<file path="src/rtl/instr_encoder.sv">
// Streaming RV64I instruction encoder: builds 32-bit instruction words from
// opcode/funct/register/immediate fields and buffers them in a small FIFO.
module instr_encoder #(
  parameter int unsigned DEPTH     = 2,
  parameter int unsigned ERR_CNT_W = 8
) (
  input  logic                     clk,
  input  logic                     rst_n,
  input  logic                     in_valid,
  output logic                     in_ready,
  input  logic [6:0]               in_op,
  input  logic [2:0]               in_funct3,
  input  logic [6:0]               in_funct7,
  input  logic [4:0]               in_rd,
  input  logic [4:0]               in_rs1,
  input  logic [4:0]               in_rs2,
  input  logic [31:0]              in_imm,
  output logic                     out_valid,
  input  logic                     out_ready,
  output logic [31:0]              out_instr,
  output logic                     out_err,
  input  logic                     err_clr,
  output logic [ERR_CNT_W-1:0]     err_cnt,
  output logic [$clog2(DEPTH):0]   level
);

  localparam int unsigned PTR_W = $clog2(DEPTH);
  localparam int unsigned LVL_W = PTR_W + 1;

  localparam logic [6:0] OPC_LUI       = 7'b0110111;
  localparam logic [6:0] OPC_AUIPC     = 7'b0010111;
  localparam logic [6:0] OPC_JAL       = 7'b1101111;
  localparam logic [6:0] OPC_JALR      = 7'b1100111;
  localparam logic [6:0] OPC_BRANCH    = 7'b1100011;
  localparam logic [6:0] OPC_LOAD      = 7'b0000011;
  localparam logic [6:0] OPC_STORE     = 7'b0100011;
  localparam logic [6:0] OPC_OP_IMM    = 7'b0010011;
  localparam logic [6:0] OPC_OP_IMM_32 = 7'b0011011;
  localparam logic [6:0] OPC_OP        = 7'b0110011;
  localparam logic [6:0] OPC_OP_32     = 7'b0111011;
  localparam logic [6:0] OPC_SYSTEM    = 7'b1110011;

  localparam logic [31:0] NOP_INSTR = 32'h0000_0013;

  typedef struct packed {
    logic        err;
    logic [31:0] instr;
  } entry_t;

  // ---------------------------------------------------------------------------
  // Encoder
  // ---------------------------------------------------------------------------
  logic signed [31:0] imm_s;
  logic               imm_ok_12;
  logic               imm_ok_b;
  logic               imm_ok_j;
  logic               is_shift;
  logic               shift_bit30;
  logic [31:0]        enc_raw;
  logic               enc_err;
  logic [31:0]        enc_word;

  assign imm_s       = $signed(in_imm);
  assign imm_ok_12   = (imm_s >= -32'sd2048) && (imm_s <= 32'sd2047);
  assign imm_ok_b    = (imm_s >= -32'sd4096) && (imm_s <= 32'sd4094) && !in_imm[0];
  assign imm_ok_j    = (imm_s >= -32'sd1048576) && (imm_s <= 32'sd1048574) && !in_imm[0];
  assign is_shift    = (in_funct3 == 3'b001) || (in_funct3 == 3'b101);
  // Arithmetic-shift select only exists for the right-shift encoding.
  assign shift_bit30 = (in_funct3 == 3'b101) && in_funct7[5];

  always_comb begin
    enc_raw = '0;
    enc_err = 1'b0;
    case (in_op)
      OPC_LUI, OPC_AUIPC: begin
        enc_raw = {in_imm[31:12], in_rd, in_op};
        enc_err = (in_imm[11:0] != 12'd0);
      end
      OPC_JAL: begin
        enc_raw = {in_imm[20], in_imm[10:1], in_imm[11], in_imm[19:12], in_rd, in_op};
        enc_err = !imm_ok_j;
      end
      OPC_JALR, OPC_LOAD, OPC_SYSTEM: begin
        enc_raw = {in_imm[11:0], in_rs1, in_funct3, in_rd, in_op};
        enc_err = !imm_ok_12;
      end
      OPC_OP_IMM: begin
        if (is_shift) begin
          enc_raw = {1'b0, shift_bit30, 4'b0000, in_imm[5:0], in_rs1, in_funct3, in_rd, in_op};
          enc_err = (in_imm[11:6] != 6'd0);
        end else begin
          enc_raw = {in_imm[11:0], in_rs1, in_funct3, in_rd, in_op};
          enc_err = !imm_ok_12;
        end
      end
      OPC_OP_IMM_32: begin
        if (is_shift) begin
          enc_raw = {1'b0, shift_bit30, 5'b00000, in_imm[4:0], in_rs1, in_funct3, in_rd, in_op};
          enc_err = (in_imm[11:5] != 7'd0);
        end else begin
          enc_raw = {in_imm[11:0], in_rs1, in_funct3, in_rd, in_op};
          enc_err = !imm_ok_12;
        end
      end
      OPC_BRANCH: begin
        enc_raw = {in_imm[12], in_imm[10:5], in_rs2, in_rs1, in_funct3,
                   in_imm[4:1], in_imm[11], in_op};
        enc_err = !imm_ok_b;
      end
      OPC_STORE: begin
        enc_raw = {in_imm[11:5], in_rs2, in_rs1, in_funct3, in_imm[4:0], in_op};
        enc_err = !imm_ok_12;
      end
      OPC_OP, OPC_OP_32: begin
        enc_raw = {in_funct7, in_rs2, in_rs1, in_funct3, in_rd, in_op};
        enc_err = 1'b0;
      end
      default: begin
        enc_raw = '0;
        enc_err = 1'b1;
      end
    endcase
  end

  assign enc_word = enc_err ? NOP_INSTR : enc_raw;

  // ---------------------------------------------------------------------------
  // Output FIFO and error counter
  // ---------------------------------------------------------------------------
  entry_t               mem_q [DEPTH];
  logic [PTR_W-1:0]     wr_ptr_q;
  logic [PTR_W-1:0]     rd_ptr_q;
  logic [LVL_W-1:0]     level_q;
  logic [LVL_W-1:0]     level_d;
  logic                 out_valid_q;
  logic [ERR_CNT_W-1:0] err_cnt_q;
  logic [ERR_CNT_W-1:0] err_cnt_d;
  logic                 push;
  logic                 pop;
  entry_t               head;

  // A pop frees a slot in the same cycle, so a full FIFO can still accept.
  assign in_ready = (level_q < LVL_W'(DEPTH)) || (out_valid_q && out_ready);
  assign push     = in_valid && in_ready;
  assign pop      = out_valid_q && out_ready;

  always_comb begin
    level_d = level_q;
    if (push && !pop) begin
      level_d = level_q + LVL_W'(1);
    end else if (pop && !push) begin
      level_d = level_q - LVL_W'(1);
    end
  end

  always_comb begin
    err_cnt_d = err_cnt_q;
    if (err_clr) begin
      err_cnt_d = '0;
    end else if (push && enc_err && !(&err_cnt_q)) begin
      err_cnt_d = err_cnt_q + ERR_CNT_W'(1);
    end
  end

  always_ff @(posedge clk or negedge rst_n) begin
    if (!rst_n) begin
      for (int unsigned i = 0; i < DEPTH; i++) begin
        mem_q[i] <= '0;
      end
      wr_ptr_q    <= '0;
      rd_ptr_q    <= '0;
      level_q     <= '0;
      out_valid_q <= 1'b0;
      err_cnt_q   <= '0;
    end else begin
      if (push) begin
        mem_q[wr_ptr_q] <= '{err: enc_err, instr: enc_word};
        wr_ptr_q        <= wr_ptr_q + PTR_W'(1);
      end
      if (pop) begin
        rd_ptr_q <= rd_ptr_q + PTR_W'(1);
      end
      level_q     <= level_d;
      out_valid_q <= (level_d != '0);
      err_cnt_q   <= err_cnt_d;
    end
  end

  assign head      = mem_q[rd_ptr_q];
  assign out_valid = out_valid_q;
  assign out_instr = head.instr;
  assign out_err   = head.err;
  assign err_cnt   = err_cnt_q;
  assign level     = level_q;

endmodule

</file>
<file path="config.mk">
export PLATFORM = sky130hd
export DESIGN_NAME = instr_encoder
export DESIGN_NICKNAME = d
export VERILOG_FILES = /design/src/rtl/instr_encoder.sv
export SDC_FILE = /design/constraint.sdc
export NUM_CORES = 1
export LEC_CHECK = 0
export BUFFER_PORTS_ARGS = -buffer_cell sky130_fd_sc_hd__buf_2
export CAP_MARGIN = 20
export CORE_MARGIN = 2
export CORE_UTILIZATION = 56
export DETAILED_ROUTE_END_ITERATION = 10
export PLACE_DENSITY = 0.94
export SKIP_CTS_REPAIR_TIMING = 1
export SYNTH_ARGS = -nofsm -noshare
export SYNTH_HDL_FRONTEND = slang
export SYNTH_SLANG_ARGS = --single-unit
</file>
<file path="constraint.sdc">
create_clock -name clk -period 4.2 [get_ports clk]
set_input_delay 0.84 -clock clk [delete_from_list [all_inputs] [get_ports clk]]
set_output_delay 0.84 -clock clk [all_outputs]
set_load 0.02 [all_outputs]
</file>
==> results.sh, run 1 <==
export IMPL_outcome="completed"
export IMPL_worst_path_max_delay_cell="or4_1"
export IMPL_final_cell_mix="112 x buf_2, 79 x dfrtp_1, 67 x mux2_2"
export IMPL_synth_compound_area_frac=0.182
export IMPL_avgSynthCellArea_um2=10.2
export IMPL_cap_viol_max_count=0
export IMPL_wl_per_cell_um=19.7
export IMPL_register_area_um2=1980
export IMPL_min_path_cells=1
export IMPL_gp_congestion=0.930
export IMPL_cts_max_level=3
export IMPL_crit_required_ns=4.44
export IMPL_powerDensity_nw_per_um2=375
export IMPL_drv_slew=0
export IMPL_cp_top_family="simple AND/OR/NAND/NOR gates"
export IMPL_rsz0062_at_grt="false"
export IMPL_fin_skew_ns=0.00582
export IMPL_synth_xor_area_frac=0.00772
export IMPL_grt_pass1_vias=4023
export IMPL_synth_main_ff_cell="dfrtp_1"
export IMPL_fp_coreArea_um2=7810
export IMPL_grt_use_total=0.293
export IMPL_path_depth=9
export IMPL_vias_per_cell=6.44
export IMPL_cts_root_buf="clkbuf_8"
export IMPL_grt_antenna_before_repair=0
export IMPL_drive_gt1_frac=0.401
export IMPL_nFillCells=605
export IMPL_via_count=4208
export IMPL_grt_pass1_wl_um=19900
export IMPL_grt_overflow_total=0
export IMPL_clkTransAtPathRegs_ns=0.08
export IMPL_setup_viol=0
export IMPL_hold_viol_final=0
export IMPL_leakage_nw=2.49
export IMPL_cp_buffers_inverters=2
export IMPL_pin_count=114
export IMPL_final_area_um2=5340
export IMPL_drt_iter0_drc=517
export IMPL_cp_arrival_ns=3.59
export IMPL_min_period_over_period=0.797
export IMPL_synth_distinct_cells=58
export IMPL_cts_tree="done"
export IMPL_hold_class="reg2reg"
export IMPL_yosysTopAreaCell="dfrtp_1"
export IMPL_reg2reg_setup_slack_ns=2.16
export IMPL_cts_buffer_depth=2
export IMPL_synth_area_leaders="dfrtp_1 44%, mux2_2 17%, o31ai_1 4.3%, nand2_1 3.4%, nor2_1 3.4%"
export IMPL_ys_seq_area_frac=0.436
export IMPL_die_area_um2=8840
export IMPL_placed_area_um2=5140
export IMPL_drt_total_wl_um=12900
export IMPL_hp_start="mem_q[0]$_DFFE_PN0P_"
export IMPL_fin_setup_tns_ns=0
export IMPL_final_common_cell="buf_2"
export IMPL_synth_top_family_by_area="compound AO/OA/AOI/OAI gates"
export IMPL_multi_input_area_um2=2400
export IMPL_yosys_area_share_simple=0.170
export IMPL_ys_seq_elements=79
export IMPL_final_setup_worst_slack_ns=0.854
export IMPL_clk_latency_ns=0.35
export IMPL_fmax_mhz=299
export IMPL_num_rows=32
export IMPL_synth_edff_count=0
export IMPL_path_class="in2reg"
export IMPL_rr_startpoint="out_valid$_DFF_PN0_"
export IMPL_antenna_cells=0
export IMPL_place_ws_ns=0.589
export IMPL_hpwl_um=9070
export IMPL_grt_max_degree=80
export IMPL_port_buffers=113
export IMPL_r2r_end="err_cnt[7]$_DFFE_PN0P_"
export IMPL_relSlewSlack=0.349
export IMPL_ant_nets=0
export IMPL_total_power_w=0.00200
export IMPL_yosysTopAreaCellShare=0.436
export IMPL_ys_warn_count=0
export IMPL_synth_nets=517
export IMPL_area_growth_synth_to_final_pct=17.7
export IMPL_worst_setup_path_start_kind="input port"
export IMPL_syn_area_um2=4540
export IMPL_tightest_slew_ns=0.976
export IMPL_start_util=0.581
export IMPL_synthAdderAreaFrac=0.00276
export IMPL_async_flop_share=1.00
export IMPL_holdPathEnd="mem_q[0]$_DFFE_PN0P_"
export IMPL_numCtsBuffers=9
export IMPL_clock_sinks=79
export IMPL_layout_nets=616
export IMPL_slowest_delay_ns=0.54
export IMPL_worst_ir_drop_vdd_mv=0.347
export IMPL_post_route_util=0.684
export IMPL_fp_dieH_um=94.0
export IMPL_drcViolationCount=0
export IMPL_die_w_um=94.0
export IMPL_synth_mux_area_frac=0.166
export IMPL_period_minus_slack_ns=3.35
export IMPL_postSynthCellCount=447
export IMPL_critical_path_max_fanout=51
export IMPL_end_kind="flop"
export IMPL_drtPass1Iterations=8
export IMPL_rr_worst_depth=7
export IMPL_crit_chain="buf_2 -> nand2_1 -> or4_1 -> a21boi_0 -> a2bb2oi_1 -> or4_4 -> buf_4 -> a21oi_1 -> a31o_2"
-- flip-flops by register name (all words and copies together), names as in the netlist --
signal     count
err_cnt        8
level          2
mem_q         66
out_valid      1
rd_ptr_q       1
wr_ptr_q       1
-- per-stage QoR --
stage / hold slack, ns / instances
final: 0.465 / 653
after global routing: 0.490 / 653
after CTS: 0.471 / 652
after detailed placement: 0.451 / 636
after global placement: 0.445 / 636
after floorplan: 0.428 / 447
-- synth_stat cells (3+ instances only) --
master	count
xnor2_1	3
o21ai_0	15
a32oi_1	3
a21oi_1	20
nand3b_1	3
o41ai_2	4
nor2_1	41
nor2b_1	4
dfrtp_1	79
a22oi_1	13
and3b_1	3
clkbuf_1	19
or2_2	4
and2_1	3
and3_1	6
nand2_1	41
buf_1	3
nand2b_1	6
nand4_1	6
or4_1	3
a222oi_1	10
mux2_2	67
nand3_1	7
buf_2	6
nor3_1	7
nor4_1	7
o31ai_1	26
-- layer usage --
layer	GRT usage	up-vias	wire length [µm]
li1	-	1883	-
met1	0.358	2015	4910
met2	0.500	265	6250
met3	0.0787	45	1290
met4	0.103	0	442
met5	0	-	0
-- layout make-up --
cell class              instances  area share
clock inverters                 5     0.00609
flip-flops and latches         79       0.370
repair buffers                121       0.120
multi-input cells             333       0.450
well taps                     102      0.0239
clock buffers                  11      0.0284
inverters                       2     0.00141
-- report_power, final --
part	internal, W	total [W]	switching, W
clock network	0.000245	0.000527	0.000282
registers	0.000814	0.000912	0.0000984
logic	0.000227	0.000562	0.000335
total	0.00129	0.00200	0.000715
-- worst reg2reg max path, delay by kind of cell, from the launching register on --
family	cells	cell delay, ns
multiplexers	1	0.37
AND/OR/NAND/NOR	4	0.85
flip-flops	1	0.36
buffers and inverters	1	0.18
AO/OA/AOI/OAI	1	0.17
-- how the worst max path moves through the flow --
| stage | from | endpoint | slack, ns |
|---|---|---|---|
| after floorplan | in_op[6] | err_cnt[7]$_DFFE_PN0P_ | 1.31 |
| after global placement | in_op[6] | err_cnt[4]$_DFFE_PN0P_ | 0.72 |
| after detailed placement | in_op[6] | err_cnt[4]$_DFFE_PN0P_ | 0.59 |
| after CTS | in_imm[6] | mem_q[38]$_DFFE_PN0P_ | 0.95 |
| after global routing | in_op[6] | err_cnt[4]$_DFFE_PN0P_ | 0.77 |
| final | in_op[6] | err_cnt[4]$_DFFE_PN0P_ | 0.85 |
-- logic make-up (layout without fill, tap and decap cells) --
logic type	after synthesis	count (layout)
AOI/OAI and AO/OA	110	110
xor gates and xnor gates	4	4
adders and majority gates	1	1
buffers and inverters	35	139
DFF	79	79
muxes	67	67
and+or+nand+nor	151	151
Power figures use the tool's default switching activity.
==> inputs of run 2 (changes only) <==
Settings changed: ABC_AREA set to 1, CORE_UTILIZATION 56 to 55, PLACE_DENSITY 0.94 to 0.92.
Clock period 4.2 ns to 3.14 ns, I/O delays scaled along.
==> run 2 against run 1 <==
- first-iteration DRC count increased by 35%
- count of clock-buffer cells in the layout decreased by 1
- critical path type is now reg2out
- critical endpoint is now out_instr[2]
- total power increased by 38%
- clock power increased by 51%
- wire length increased by 11%
- non-clock buffer count increased by 6
==> results.sh, run 2 <==
export IMPL_outcome="completed"
export IMPL_max_flop_register="mem_q"
export IMPL_drcViolationCount=0
export IMPL_wl_per_cell_um=15.2
export IMPL_synth_mux_area_frac=0
export IMPL_pin_count=114
export IMPL_rr_worst_depth=9
export IMPL_drtPass1Iterations=6
export IMPL_via_count=5381
export IMPL_vias_per_cell=5.69
export IMPL_syn_area_um2=4900
export IMPL_port_buffers=113
export IMPL_cp_arrival_ns=1.76
export IMPL_final_cell_mix="327 x nand2_1, 113 x buf_2, 79 x dfrtp_1"
export IMPL_min_period_over_period=0.762
export IMPL_fp_dieH_um=98.4
export IMPL_layout_nets=905
export IMPL_synth_edff_count=0
export IMPL_post_route_util=0.664
export IMPL_synth_main_ff_cell="dfrtp_1"
export IMPL_clkTransAtPathRegs_ns=0.08
export IMPL_cts_buffer_depth=2
export IMPL_synthAdderAreaFrac=0.00255
export IMPL_relSlewSlack=0.527
export IMPL_die_area_um2=9680
export IMPL_tightest_slew_ns=0.709
export IMPL_grt_overflow_total=0
export IMPL_drive_gt1_frac=0.192
export IMPL_grt_pass1_wl_um=23500
export IMPL_clock_sinks=79
export IMPL_hold_class="in2async"
export IMPL_avgSynthCellArea_um2=6.70
export IMPL_drt_total_wl_um=14300
export IMPL_synth_nets=801
export IMPL_postSynthCellCount=731
export IMPL_ys_warn_count=0
export IMPL_setup_viol=0
export IMPL_gp_congestion=0.983
export IMPL_critical_path_max_fanout=18
export IMPL_cap_viol_max_count=0
export IMPL_grt_antenna_before_repair=0
export IMPL_async_flop_share=1.00
export IMPL_yosysTopAreaCell="dfrtp_1"
export IMPL_die_w_um=98.4
export IMPL_cts_root_buf="clkbuf_8"
export IMPL_synth_xor_area_frac=0.0143
export IMPL_drv_slew=0
export IMPL_antenna_cells=0
export IMPL_num_rows=34
export IMPL_area_growth_synth_to_final_pct=17.6
export IMPL_numCtsBuffers=9
export IMPL_worst_setup_path_start_kind="flop"
export IMPL_synth_distinct_cells=35
export IMPL_yosysTopAreaCellShare=0.403
export IMPL_final_cell_count_no_fill=946
export IMPL_drt_iter0_drc=699
export IMPL_synth_compound_area_frac=0.0536
export IMPL_worst_ir_drop_vdd_mv=0.248
export IMPL_grt_use_total=0.302
export IMPL_fp_coreArea_um2=8680
export IMPL_powerDensity_nw_per_um2=480
export IMPL_synthTopCellsByCount="327 x nand2_1, 79 x dfrtp_1, 72 x nand4_1, 52 x nor2_1, 50 x inv_1"
export IMPL_hold_viol_final=0
export IMPL_clk_latency_ns=0.35
export IMPL_largest_reg_flops=66
export IMPL_synth_top_family_by_area="simple AND/OR/NAND/NOR gates"
export IMPL_end_kind="output pin"
export IMPL_fmax_mhz=418
export IMPL_final_common_cell="nand2_1"
export IMPL_period_minus_slack_ns=2.39
export IMPL_fin_skew_ns=0.00927
export IMPL_synth_most_common_cell="nand2_1"
export IMPL_synth_area_leaders="dfrtp_1 40%, nand2_1 25%, nand4_1 9.2%, nor2_1 4.0%, inv_1 3.8%"
export IMPL_cts_max_level=3
export IMPL_dp_cells=932
export IMPL_hpwl_um=10500
export IMPL_grt_max_degree=42
export IMPL_ys_seq_area_frac=0.403
export IMPL_ys_seq_elements=79
export IMPL_cts_tree="done"
export IMPL_ant_nets=0
export IMPL_crit_required_ns=2.51
export IMPL_yosys_area_share_simple=0.449
export IMPL_rsz0062_at_grt="false"
export IMPL_fin_setup_tns_ns=0
export IMPL_start_util=0.565
export IMPL_leakage_nw=3.39
export IMPL_path_class="reg2out"
export IMPL_grt_pass1_vias=4881
run 2: cell types whose count changed in the layout (fill, tap and decap cells not counted), sizes merged, moves of 9 or more:
cell,change
a21oi,-13
a222oi,-10
a22oi,-9
inv,+55
mux2,-67
nand2,+290
nand3,+26
nand4,+66
nor2,+14
o31ai,-26
run 2: layout make-up:
type / count / area [µm²]
clock buffers: 10 / 128
clock inverters: 4 / 72.6
fillers: 798 / 2920
inverters: 59 / 221
multi-input cells: 559 / 2550
flip-flops and latches: 79 / 1980
well taps: 108 / 135
repair buffers: 127 / 683
run 2: per-stage QoR:
stage          total power (W)  area [µm²]  worst slack (ns)  hold WS [ns]
2_1_floorplan          0.00167        4900              1.14         0.332
3_3_place_gp           0.00196        5560             0.544         0.429
3_5_place_dp           0.00198        5560             0.468         0.444
4_1_cts                0.00276        5760             0.736         0.332
5_1_grt                0.00289        5760             0.577         0.357
6_report               0.00277        5760             0.747         0.310
run 2: final timing paths:
kind / start / to / slack [ns]
worst max-delay path: rd_ptr_q$_DFFE_PN0P_ / out_instr[2] / 0.75
worst min-delay path: rst_n / err_cnt[5]$_DFFE_PN0P_ / 0.31
worst max register to register: out_valid$_DFF_PN0_ / mem_q[17]$_DFFE_PN0P_ / 1.10
worst min register to register: mem_q[33]$_DFFE_PN0P_ / mem_q[33]$_DFFE_PN0P_ / 0.46
max in group asynchronous: rst_n / mem_q[12]$_DFFE_PN0P_ / 2.12
min in group clk: mem_q[33]$_DFFE_PN0P_ / mem_q[33]$_DFFE_PN0P_ / 0.46
run 2: cells by family after synthesis:
kind of cell	count (synthesis)
compound gates	46
xor+xnor	8
fa+ha+maj	1
buf+inv	93
flops	79
simple gates	504
run 2: per-layer routing:
metal	share of wire	track usage
met3	0.096	0.0451
met1	0.42	0.427
met4	0.030	0.112
met2	0.46	0.474
met5	0	0
run 2: critical path: stages (launching register included):
cell and delay, ns:
dfrtp_1 0.38, inv_1 0.34, buf_4 0.33, nand2_1 0.09, nand2_1 0.10, buf_2 0.17
run 2: report_power, final:
group          internal [W]  switching [W]
sequential          0.00109      0.0000490
combinational      0.000221       0.000610
clock              0.000438       0.000358
==> inputs of run 3 (changes only) <==
Settings changed: ABC_AREA 1 to 0, CORE_UTILIZATION 55 to 54.
Clock period 3.14 ns to 2.3 ns, I/O delays scaled along.
==> run 3 against run 2 <==
- the run now ends with design-rule violations, negative setup slack left
- first-iteration DRC count is 55% higher
- largest power group unchanged
- critical path type is now in2reg
- die area shrank 5.5%
- clock skew grew 0.012 ns
==> results.sh, run 3 (synthesis gave the netlist of run 1 again) <==
export IMPL_worst_ir_drop_vdd_mv=0.559
export IMPL_cp_startpoint="in_op[2]"
export IMPL_end_kind="flop"
export IMPL_grt_max_degree=39
export IMPL_clk_latency_ns=0.38
export IMPL_setup_viol=70
export IMPL_numCtsBuffers=9
export IMPL_wl_per_cell_um=25.1
export IMPL_pin_count=114
export IMPL_hold_class="in2async"
export IMPL_drcViolationCount=1
export IMPL_rr_startpoint="level[1]$_DFF_PN0_"
export IMPL_drt_total_wl_um=18600
export IMPL_largest_reg_flops=66
export IMPL_via_count=5145
export IMPL_clock_sinks=79
export IMPL_grt_pass1_wl_um=22200
export IMPL_drt_iter0_drc=1081
export IMPL_min_period_over_period=1.17
export IMPL_violations="design-rule violations, negative setup slack"
export IMPL_antenna_cells=0
export IMPL_die_area_um2=9150
export IMPL_outcome="finished, violations left"
export IMPL_cts_buffer_depth=2
export IMPL_final_setup_worst_slack_ns=-0.384
export IMPL_dp_cells=720
export IMPL_ant_nets=0
export IMPL_layout_nets=701
export IMPL_rsz0062_at_grt="true"
export IMPL_drtPass1Iterations=11
export IMPL_powerDensity_nw_per_um2=633
export IMPL_path_class="in2reg"
export IMPL_cap_viol_max_count=0
export IMPL_critical_path_max_fanout=10
export IMPL_drive_gt1_frac=0.571
export IMPL_relSlewSlack=0.391
export IMPL_fp_coreArea_um2=8180
export IMPL_max_flop_register="mem_q"
export IMPL_multi_input_area_um2=2860
export IMPL_tightest_slew_ns=0.914
export IMPL_die_w_um=95.7
export IMPL_area_growth_synth_to_final_pct=44.2
export IMPL_fp_dieH_um=95.7
export IMPL_grt_use_total=0.317
export IMPL_grt_overflow_total=0
export IMPL_register_area_um2=1980
export IMPL_cts_tree="done"
export IMPL_cp_arrival_ns=2.96
export IMPL_final_common_cell="buf_2"
export IMPL_hpwl_um=10600
export IMPL_start_util=0.555
export IMPL_grt_antenna_before_repair=1
export IMPL_nFillCells=430
export IMPL_fin_skew_ns=0.0213
export IMPL_cts_max_level=3
export IMPL_port_buffers=113
export IMPL_crit_required_ns=2.58
export IMPL_grt_pass1_vias=4624
export IMPL_fmax_mhz=373
export IMPL_final_cell_count_no_fill=741
export IMPL_hold_viol_final=0
export IMPL_worst_setup_path_start_kind="input port"
export IMPL_vias_per_cell=6.94
export IMPL_cts_root_buf="clkbuf_8"
export IMPL_fin_setup_tns_ns=-12.73
export IMPL_drv_slew=0
export IMPL_gp_congestion=0.984
export IMPL_period_minus_slack_ns=2.68
export IMPL_num_rows=33
export IMPL_leakage_nw=3.07
export IMPL_final_cell_mix="110 x buf_2, 85 x buf_4, 79 x dfrtp_1"
export IMPL_place_ws_ns=-0.578
export IMPL_clkTransAtPathRegs_ns=0.10
-- run 3: cell count changes in the layout (fill, tap and decap cells not counted), moves of 48 or more --
cell / delta
nand2_1: -288
nand4_1: -66
inv_1: -48
buf_4: +72
mux2_2: +57
-- run 3: routing by layer --
layer	GRT usage	vias up	wire length (µm)
li1	-	2054	-
met1	0.372	2369	6080
met2	0.527	530	8380
met3	0.0767	192	2550
met4	0.182	0	1610
met5	0	-	0
-- run 3: worst paths after layout --
path                                           to  slack (ns)  cells past startpoint
max                         mem_q[52]$_DFFE_PN0P_       -0.38                      9
min                         mem_q[22]$_DFFE_PN0P_        0.03                      1
max reg2reg                 mem_q[21]$_DFFE_PN0P_        0.05                      6
min reg2reg                  mem_q[0]$_DFFE_PN0P_        0.47                      1
max in group asynchronous   mem_q[47]$_DFFE_PN0P_        1.56                      2
min in group clk           err_cnt[0]$_DFFE_PN0P_        0.40                      2
-- run 3: critical path, cell delays in order --
cell	delay, ns
buf_2	0.14
buf_4	0.18
and4bb_1	0.22
and3b_1	0.24
or2_2	0.36
o21bai_4	0.23
a22oi_1	0.76
nor2_2	0.07
mux2_2	0.30
-- run 3: layout make-up --
cell class / instances / share of cell area
Clock buffer: 9 / 0.0189
Clock inverter: 7 / 0.0119
Inverter: 2 / 0.00115
Multi-Input combinational cell: 334 / 0.437
Sequential cell: 79 / 0.302
Tap cell: 105 / 0.0201
Timing Repair Buffer: 205 / 0.209
-- run 3: per-stage QoR --
| stage | power, W | util | instance area (µm²) | hold WS, ns |
|---|---|---|---|---|
| after global placement | 0.00283 | 0.716 | 5850 | 0.447 |
| after detailed placement | 0.00288 | 0.716 | 5850 | 0.454 |
| after global routing | 0.00426 | 0.800 | 6540 | 0.0651 |
| after floorplan | 0.00235 | - | 4620 | 0.164 |
| after CTS | 0.00394 | 0.741 | 6050 | 0.0472 |
| final | 0.00414 | 0.800 | 6540 | 0.0338 |
-- run 3: power by group --
part / internal, W / switching (W)
sequential: 0.00149 / 0.0000957
combinational: 0.000579 / 0.000863
clock: 0.000513 / 0.000600
